<file path="src/rtl/iob_cache_wtb_drain_pkg.sv">
// ----------------------------------------------------------------------------
// iob_cache_wtb_drain_pkg
// Shared definitions for the write-through-buffer drain sequencer:
//   - state_e        : 3-bit FSM state encoding
//   - wtb_*_off()    : bit offsets of the {addr,wdata,wstrb} fields inside a
//                      WTB entry (wstrb in the LSBs)
//   - PERF_*         : indices of the optional performance counters
// ----------------------------------------------------------------------------
package iob_cache_wtb_drain_pkg;

    typedef enum logic [2:0] {
        ST_IDLE    = 3'd0,
        ST_WR_POP  = 3'd1,
        ST_WR_REQ  = 3'd2,
        ST_RD_REQ  = 3'd3,
        ST_RD_WAIT = 3'd4
    } state_e;

    localparam int PERF_CNT_W = 32;
    localparam int PERF_N     = 3;
    localparam int PERF_WR    = 0;
    localparam int PERF_RD    = 1;
    localparam int PERF_STALL = 2;

    // WTB entry layout: [addr | wdata | wstrb], wstrb at bit 0.
    function automatic int wtb_wstrb_off();
        return 0;
    endfunction

    function automatic int wtb_wdata_off(input int nbytes);
        return nbytes;
    endfunction

    function automatic int wtb_addr_off(input int nbytes, input int data_w);
        return nbytes + data_w;
    endfunction

endpackage

</file>
<file path="src/rtl/iob_cache_sat_cnt.sv">
// ----------------------------------------------------------------------------
// iob_cache_sat_cnt
// Saturating up-counter with enable; sticks at all-ones.
// Ports:
//   clk_i    in  clock
//   arst_n_i in  asynchronous reset, active low (clears the count)
//   en_i     in  count enable (one increment per enabled cycle)
//   cnt_o    out current count
// ----------------------------------------------------------------------------
module iob_cache_sat_cnt #(
    parameter int CNT_W = 32
) (
    input  logic             clk_i,
    input  logic             arst_n_i,
    input  logic             en_i,
    output logic [CNT_W-1:0] cnt_o
);

    logic [CNT_W-1:0] cnt_q;
    logic [CNT_W-1:0] cnt_d;

    always_comb begin
        cnt_d = cnt_q;
        if (en_i && (cnt_q != {CNT_W{1'b1}})) begin
            cnt_d = cnt_q + CNT_W'(1);
        end
    end

    always_ff @(posedge clk_i or negedge arst_n_i) begin
        if (!arst_n_i) begin
            cnt_q <= '0;
        end else begin
            cnt_q <= cnt_d;
        end
    end

    assign cnt_o = cnt_q;

endmodule

</file>
<file path="src/rtl/iob_cache_wtb_drain.sv">
// ----------------------------------------------------------------------------
// iob_cache_wtb_drain
// Back-end sequencer behind the cache write-through buffer. Pops WTB entries
// and issues them as IOb writes, and issues line-refill reads on the same IOb
// master port. The WTB is always drained before a refill starts, so a refill
// observes every earlier buffered write.
//
// Optional feature macro: IOB_CACHE_WTB_DRAIN_PERF_EN adds three saturating
// 32-bit performance counters (write beats, refills, request stall cycles).
//
// Ports:
//   clk_i, arst_n_i, cke_i   clock, async active-low reset, clock enable
//   wtb_rdata_i/empty_i/ren_o WTB FIFO read side (data valid 1 cycle after pop)
//   refill_req_i/addr_i      1-cycle refill request with line address
//   refill_busy_o            refill accepted and not yet finished
//   refill_valid/word/data/done_o  registered refill word stream
//   be_*                     IOb master (wstrb==0 means read)
//   perf_*_cnt_o             performance counters (feature macro only)
//   idle_o                   nothing to do and nothing in flight
// ----------------------------------------------------------------------------
module iob_cache_wtb_drain
    import iob_cache_wtb_drain_pkg::*;
#(
    parameter  int BE_ADDR_W  = 32,
    parameter  int BE_DATA_W  = 32,
    parameter  int WORD_OFF_W = 2,
    localparam int BE_NBYTES  = BE_DATA_W / 8,
    localparam int WTB_DATA_W = BE_ADDR_W + BE_DATA_W + BE_NBYTES,
    localparam int BYTE_OFF_W = $clog2(BE_NBYTES),
    localparam int LINE_W     = BE_ADDR_W - WORD_OFF_W - BYTE_OFF_W
) (
    input  logic                  clk_i,
    input  logic                  arst_n_i,
    input  logic                  cke_i,
    input  logic [WTB_DATA_W-1:0] wtb_rdata_i,
    input  logic                  wtb_empty_i,
    output logic                  wtb_ren_o,
    input  logic                  refill_req_i,
    input  logic [LINE_W-1:0]     refill_addr_i,
    output logic                  refill_busy_o,
    output logic                  refill_valid_o,
    output logic [WORD_OFF_W-1:0] refill_word_o,
    output logic [BE_DATA_W-1:0]  refill_data_o,
    output logic                  refill_done_o,
    output logic                  be_avalid_o,
    output logic [BE_ADDR_W-1:0]  be_addr_o,
    output logic [BE_DATA_W-1:0]  be_wdata_o,
    output logic [BE_NBYTES-1:0]  be_wstrb_o,
    input  logic [BE_DATA_W-1:0]  be_rdata_i,
    input  logic                  be_rvalid_i,
    input  logic                  be_ready_i,
`ifdef IOB_CACHE_WTB_DRAIN_PERF_EN
    output logic [31:0]           perf_wr_cnt_o,
    output logic [31:0]           perf_rd_cnt_o,
    output logic [31:0]           perf_stall_cnt_o,
`endif
    output logic                  idle_o
);

    localparam int STRB_OFF = wtb_wstrb_off();
    localparam int DATA_OFF = wtb_wdata_off(BE_NBYTES);
    localparam int ADDR_OFF = wtb_addr_off(BE_NBYTES, BE_DATA_W);

    state_e                  state_q, state_d;
    logic                    be_avalid_q, be_avalid_d;
    logic [BE_ADDR_W-1:0]    be_addr_q, be_addr_d;
    logic [BE_DATA_W-1:0]    be_wdata_q, be_wdata_d;
    logic [BE_NBYTES-1:0]    be_wstrb_q, be_wstrb_d;
    logic                    pending_q, pending_d;
    logic                    busy_q, busy_d;
    logic [LINE_W-1:0]       line_q, line_d;
    logic [WORD_OFF_W-1:0]   word_cnt_q, word_cnt_d;
    logic                    refill_valid_q, refill_valid_d;
    logic [WORD_OFF_W-1:0]   refill_word_q, refill_word_d;
    logic [BE_DATA_W-1:0]    refill_data_q, refill_data_d;
    logic                    refill_done_q, refill_done_d;
    logic                    ren_c;
    logic [WORD_OFF_W-1:0]   word_nxt;

    assign word_nxt = word_cnt_q + WORD_OFF_W'(1);

    always_comb begin
        state_d        = state_q;
        be_avalid_d    = be_avalid_q;
        be_addr_d      = be_addr_q;
        be_wdata_d     = be_wdata_q;
        be_wstrb_d     = be_wstrb_q;
        pending_d      = pending_q;
        busy_d         = busy_q;
        line_d         = line_q;
        word_cnt_d     = word_cnt_q;
        refill_valid_d = 1'b0;
        refill_word_d  = refill_word_q;
        refill_data_d  = refill_data_q;
        refill_done_d  = 1'b0;
        ren_c          = 1'b0;

        // Requests arriving while busy are dropped.
        if (refill_req_i && !busy_q) begin
            pending_d = 1'b1;
            busy_d    = 1'b1;
            line_d    = refill_addr_i;
        end
        // Busy covers the registered done pulse, so it falls one cycle later.
        if (refill_done_q) begin
            busy_d = 1'b0;
        end

        unique case (state_q)
            ST_IDLE: begin
                // Buffered writes always win over a pending refill.
                if (!wtb_empty_i) begin
                    ren_c   = 1'b1;
                    state_d = ST_WR_POP;
                end else if (pending_q) begin
                    be_avalid_d = 1'b1;
                    be_addr_d   = {line_q, word_cnt_q, {BYTE_OFF_W{1'b0}}};
                    be_wdata_d  = '0;
                    be_wstrb_d  = '0;
                    state_d     = ST_RD_REQ;
                end
            end
            ST_WR_POP: begin
                be_avalid_d = 1'b1;
                be_addr_d   = wtb_rdata_i[ADDR_OFF +: BE_ADDR_W];
                be_wdata_d  = wtb_rdata_i[DATA_OFF +: BE_DATA_W];
                be_wstrb_d  = wtb_rdata_i[STRB_OFF +: BE_NBYTES];
                state_d     = ST_WR_REQ;
            end
            ST_WR_REQ: begin
                if (be_ready_i) begin
                    be_avalid_d = 1'b0;
                    if (!wtb_empty_i) begin
                        ren_c   = 1'b1;
                        state_d = ST_WR_POP;
                    end else begin
                        state_d = ST_IDLE;
                    end
                end
            end
            ST_RD_REQ: begin
                if (be_ready_i) begin
                    be_avalid_d = 1'b0;
                    state_d     = ST_RD_WAIT;
                end
            end
            ST_RD_WAIT: begin
                if (be_rvalid_i) begin
                    refill_valid_d = 1'b1;
                    refill_data_d  = be_rdata_i;
                    refill_word_d  = word_cnt_q;
                    word_cnt_d     = word_nxt;
                    if (word_cnt_q == {WORD_OFF_W{1'b1}}) begin
                        refill_done_d = 1'b1;
                        pending_d     = 1'b0;
                        state_d       = ST_IDLE;
                    end else begin
                        be_avalid_d = 1'b1;
                        be_addr_d   = {line_q, word_nxt, {BYTE_OFF_W{1'b0}}};
                        state_d     = ST_RD_REQ;
                    end
                end
            end
            default: begin
                state_d = ST_IDLE;
            end
        endcase
    end

    always_ff @(posedge clk_i or negedge arst_n_i) begin
        if (!arst_n_i) begin
            state_q        <= ST_IDLE;
            be_avalid_q    <= 1'b0;
            be_addr_q      <= '0;
            be_wdata_q     <= '0;
            be_wstrb_q     <= '0;
            pending_q      <= 1'b0;
            busy_q         <= 1'b0;
            line_q         <= '0;
            word_cnt_q     <= '0;
            refill_valid_q <= 1'b0;
            refill_word_q  <= '0;
            refill_data_q  <= '0;
            refill_done_q  <= 1'b0;
        end else if (cke_i) begin
            state_q        <= state_d;
            be_avalid_q    <= be_avalid_d;
            be_addr_q      <= be_addr_d;
            be_wdata_q     <= be_wdata_d;
            be_wstrb_q     <= be_wstrb_d;
            pending_q      <= pending_d;
            busy_q         <= busy_d;
            line_q         <= line_d;
            word_cnt_q     <= word_cnt_d;
            refill_valid_q <= refill_valid_d;
            refill_word_q  <= refill_word_d;
            refill_data_q  <= refill_data_d;
            refill_done_q  <= refill_done_d;
        end
    end

    // A frozen FSM must not consume FIFO entries.
    assign wtb_ren_o      = cke_i & ren_c;
    assign refill_busy_o  = busy_q;
    assign refill_valid_o = refill_valid_q;
    assign refill_word_o  = refill_word_q;
    assign refill_data_o  = refill_data_q;
    assign refill_done_o  = refill_done_q;
    assign be_avalid_o    = be_avalid_q;
    assign be_addr_o      = be_addr_q;
    assign be_wdata_o     = be_wdata_q;
    assign be_wstrb_o     = be_wstrb_q;
    assign idle_o         = (state_q == ST_IDLE) & wtb_empty_i & ~pending_q & ~busy_q;

    // The controller must never request a refill while one is in progress.
    always @(posedge clk_i) begin
        if (cke_i && refill_req_i) begin
            assert (!busy_q);
        end
    end

`ifdef IOB_CACHE_WTB_DRAIN_PERF_EN
    logic [PERF_N-1:0]     perf_en;
    logic [PERF_CNT_W-1:0] perf_cnt [PERF_N];

    assign perf_en[PERF_WR]    = cke_i & (state_q == ST_WR_REQ) & be_ready_i;
    // done_q stays set while clock-disabled, so only enabled cycles count.
    assign perf_en[PERF_RD]    = cke_i & refill_done_q;
    assign perf_en[PERF_STALL] = cke_i & be_avalid_q & ~be_ready_i;

    genvar gi;
    generate
        for (gi = 0; gi < PERF_N; gi++) begin : g_perf
            iob_cache_sat_cnt #(
                .CNT_W(PERF_CNT_W)
            ) u_cnt (
                .clk_i   (clk_i),
                .arst_n_i(arst_n_i),
                .en_i    (perf_en[gi]),
                .cnt_o   (perf_cnt[gi])
            );
        end
    endgenerate

    assign perf_wr_cnt_o    = perf_cnt[PERF_WR];
    assign perf_rd_cnt_o    = perf_cnt[PERF_RD];
    assign perf_stall_cnt_o = perf_cnt[PERF_STALL];
`endif

endmodule

</file>
<file path="config.mk">
export PLATFORM = sky130hd
export DESIGN_NAME = iob_cache_wtb_drain
export DESIGN_NICKNAME = d
export VERILOG_FILES = /design/src/rtl/iob_cache_wtb_drain_pkg.sv /design/src/rtl/iob_cache_sat_cnt.sv /design/src/rtl/iob_cache_wtb_drain.sv
export SDC_FILE = /design/constraint.sdc
export NUM_CORES = 1
export LEC_CHECK = 0
export BUFFER_PORTS_ARGS = -buffer_cell sky130_fd_sc_hd__buf_4
export CORE_MARGIN = 2
export CORE_UTILIZATION = 52
export CTS_CLUSTER_DIAMETER = 120
export DETAILED_ROUTE_END_ITERATION = 8
export HOLD_SLACK_MARGIN = 0.05
export PLACE_DENSITY_LB_ADDON = 0.25
export SLEW_MARGIN = 20
export SYNTH_ARGS = -nofsm -noshare
export SYNTH_HDL_FRONTEND = slang
export SYNTH_SLANG_ARGS = --single-unit
</file>
<file path="constraint.sdc">
create_clock -name clk_i -period 6 [get_ports clk_i]
set_clock_uncertainty 0.1 [all_clocks]
set_input_delay 0.3 -clock clk_i [delete_from_list [all_inputs] [get_ports clk_i]]
set_output_delay 0.3 -clock clk_i [all_outputs]
set_load 0.01 [all_outputs]
</file>
==> flow_metrics.env <==
export IMPL_critical_path_slowest_cell="dfrtp_1"
export IMPL_drive_gt1_share_pct=41.9
export IMPL_clock_latency_ns=0.42
export IMPL_grt_pass1_wl_um=28200
export IMPL_yosysUniqueCellTypes=35
export IMPL_antenna_cells=0
export IMPL_area_growth_pct=56.8
export IMPL_synthTopCellsByArea="dfrtp_1 59%, nand2_1 12%, mux2_2 12%, mux2_4 6.5%, nand3_1 3.0%"
export IMPL_synth_net_count=673
export IMPL_row_count=39
export IMPL_period_share_pct=46.0
export IMPL_finalSetupTns_ns=0
export IMPL_worstReg2RegEnd="be_addr_o[11]"
export IMPL_hold_viol=0
export IMPL_gr_total_overflow=0
export IMPL_rsz0062_at_grt="no"
export IMPL_dieArea_um2=12400
export IMPL_crit_start="state_q[2]"
export IMPL_io_pins=243
export IMPL_timing_fmax_ghz=0.362
export IMPL_reg2reg_from="state_q[2]"
export IMPL_max_cap_viol_count=0
export IMPL_min_from="wtb_rdata_i[36]"
export IMPL_core_area_um2=11300
export IMPL_post_drt_wl_per_cell_um=17.1
export IMPL_p_clk_share_pct=23.8
export IMPL_cp_max_fo=35
export IMPL_setup_ws_ns=3.24
export IMPL_final_nets=1004
export IMPL_postSynthAreaPerCell_um2=11.1
export IMPL_synth_top_area_share_pct=58.7
export IMPL_vias=5272
export IMPL_placed_cells=895
export IMPL_ctsHtreeMaxLevel=4
export IMPL_grt_total_usage_pct=29.0
export IMPL_drc=0
export IMPL_finalInstanceArea_um2=9360
export IMPL_place_area_um2=7860
export IMPL_worst_slew_pin_slew_ns=1.09
export IMPL_hold_end="be_addr_o[0]"
export IMPL_viasPerCell=5.15
export IMPL_comb_power_share_pct=38.0
export IMPL_ir_drop_uv=268
export IMPL_ctsHoldBuffers=97
export IMPL_critPathMaxStageDelay_ns=0.55
export IMPL_critPathLaunchType="flop"
export IMPL_p_total_mw=3.95
export IMPL_drtPass1Iterations=4
export IMPL_fin_util_pct=82.7
export IMPL_maxSlewViolCount=0
export IMPL_r2r_setup_slack_ns=3.24
export IMPL_drt_initial_drc_count=351
export IMPL_p_sw_share_pct=32.4
export IMPL_relSlewSlack_pct=27.6
export IMPL_antenna_found_initial=0
export IMPL_p_leak_nw=4.97
export IMPL_p_int_mw=2.67
export IMPL_dp_hpwl_um=10500
export IMPL_numCtsBuffers=17
export IMPL_grt_max_degree=83
export IMPL_required_ns=6.20
export IMPL_initial_utilization_pct=52.7
export IMPL_clockBufferDepth=2
export IMPL_crit_buf_inv=1
export IMPL_clkTransAtPathRegs_ns=0.06
export IMPL_reg2reg_depth=5
export IMPL_cp_cell_sequence="nor2_1 -> and2_2 -> buf_4 -> mux2_2 -> mux2_4"
export IMPL_postRouteAntennaNets=0
export IMPL_first_global_vias=5685
export IMPL_post_cts_buffers=0
export IMPL_ys_seq_elements=140
export IMPL_place_congestion=0.837
export IMPL_p_switching_mw=1.28
export IMPL_cts_resized_gates=0
export IMPL_crit_type="reg2reg"
export IMPL_die_w_um=111
export IMPL_port_buffers=242
export IMPL_period_minus_slack_ns=2.76
export IMPL_status="finished, final reports clean"
export IMPL_cts_tree="built"
export IMPL_yosys_warnings=0
export IMPL_hold_path_depth=3
export IMPL_final_cell_count_no_fill=1023
export IMPL_ys_seq_area_share_pct=58.7
export IMPL_crit_family="simple AND/OR/NAND/NOR gates"
export IMPL_syn_inst=537
export IMPL_die_h_um=111
export IMPL_preCtsSetupSlack_ns=3.27
export IMPL_critPathArrivalTime_ns=2.96
export IMPL_hold_path_class="in2reg"
export IMPL_wirelength_um=17500
export IMPL_setup_viol=0
export IMPL_root_buffer="clkbuf_16"
export IMPL_synth_area_um2=5970
export IMPL_hold_slack_ns=0.0693
export IMPL_pwr_share_seq_pct=38.2
export IMPL_clock_sinks=140
export IMPL_synth_top_cell_by_area="dfrtp_1"
export IMPL_p_per_area_nw_per_um2=422
export IMPL_cp_end_kind="flop"
worst max path at each step:
| stage | depth (start not counted) | end |
|---|---|---|
| after CTS | 5 | be_addr_o[11] |
| final | 5 | be_addr_o[11] |
| after global placement | 5 | be_addr_o[6] |
| after detailed placement | 5 | be_addr_o[11] |
| after global routing | 5 | be_addr_o[11] |
| after floorplan | 6 | be_addr_o[10] |
worst reg2reg max path, delay by kind of cell (launching register included):
family,cells,cell delay [ns]
AND/OR/NAND/NOR,2,0.79
multiplexers,2,0.69
flip-flops,1,0.55
buffers and inverters,1,0.52
registers in the layout, indices dropped and copies added (netlist names):
| register | cells |
|---|---|
| be_addr_o | 32 |
| be_avalid_o | 1 |
| be_wdata_o | 32 |
| be_wstrb_o | 4 |
| line_q | 28 |
| pending_q | 1 |
| refill_busy_o | 1 |
| refill_data_o | 32 |
| refill_done_o | 1 |
| refill_valid_o | 1 |
| refill_word_o | 2 |
| state_q | 3 |
| word_cnt_q | 2 |
power groups by stage:
stage	Sequential [mW]	Clock [mW]	Combinational, mW
2_1_floorplan	1.59	0	0.688
3_3_place_gp	1.49	0	1.39
3_5_place_dp	1.51	0	1.44
4_1_cts	1.50	0.951	1.49
5_1_grt	1.55	0.995	1.62
6_report	1.51	0.941	1.50
cell families (layout without fill, tap and decap cells):
logic type / after synthesis / in the layout / share of synthesized area, %
buffers and inverters: 38 / 381 / 2.95
muxes: 89 / 89 / 18.4
and+or+nand+nor: 247 / 247 / 17.2
xor gates and xnor gates: 1 / 1 / 0.147
AOI/OAI and AO/OA: 21 / 21 / 2.39
adders and majority gates: 1 / 1 / 0.210
DFF: 140 / 140 / 58.7
layout make-up:
cell class | instances | area (um^2)
multi-input combinational | 359 | 2290
timing repair buffer | 345 | 2840
clock inverter | 8 | 42.5
fill | 608 | 1960
tap | 143 | 179
clock buffer | 23 | 488
inverter | 5 | 18.8
sequential | 140 | 3500
synth_stat cells:
| cell | number |
|---|---|
| nor2_1 | 3 |
| a211oi_1 | 1 |
| o21a_1 | 2 |
| o2111ai_1 | 1 |
| and4_1 | 1 |
| dfrtp_1 | 140 |
| nand2b_1 | 3 |
| o211a_1 | 1 |
| or4b_1 | 1 |
| or2_2 | 1 |
| mux2_4 | 26 |
| nor3_1 | 5 |
| mux2_2 | 61 |
| nand3_1 | 36 |
| xnor2_1 | 1 |
| ha_1 | 1 |
| o31ai_2 | 1 |
| o41ai_1 | 1 |
| buf_1 | 9 |
| nand2_1 | 186 |
| nand3b_1 | 2 |
| nand4_1 | 2 |
| a21oi_1 | 3 |
| inv_1 | 5 |
| o211ai_1 | 1 |
| and2_1 | 2 |
| o311a_1 | 1 |
| clkbuf_1 | 17 |
| o21bai_1 | 1 |
| nor4_1 | 1 |
| o21ai_0 | 8 |
| nor2b_1 | 4 |
| mux2i_1 | 2 |
| buf_6 | 4 |
| buf_2 | 3 |
routing by layer:
layer	global-route usage (%)	wire [um]	up-vias
met4	16.1	827	0
met5	0	0	-
li1	-	-	2436
met2	50.1	8960	221
met3	8.20	1200	64
met1	32.4	6500	2551
cells in the final DEF, fill, tap and decap left out, drive strengths merged, types with 3 or more instances in the layout:
cell	instances
buf	248
nand2b	3
nor2	3
clkbuf	23
nand3	36
clkinv	7
dfrtp	140
nor3	5
o21ai	8
nor2b	4
nand2	186
inv	5
a21oi	3
dlygate4sd3	97
mux2	87
No activity file was read; power rests on OpenSTA's default activity.
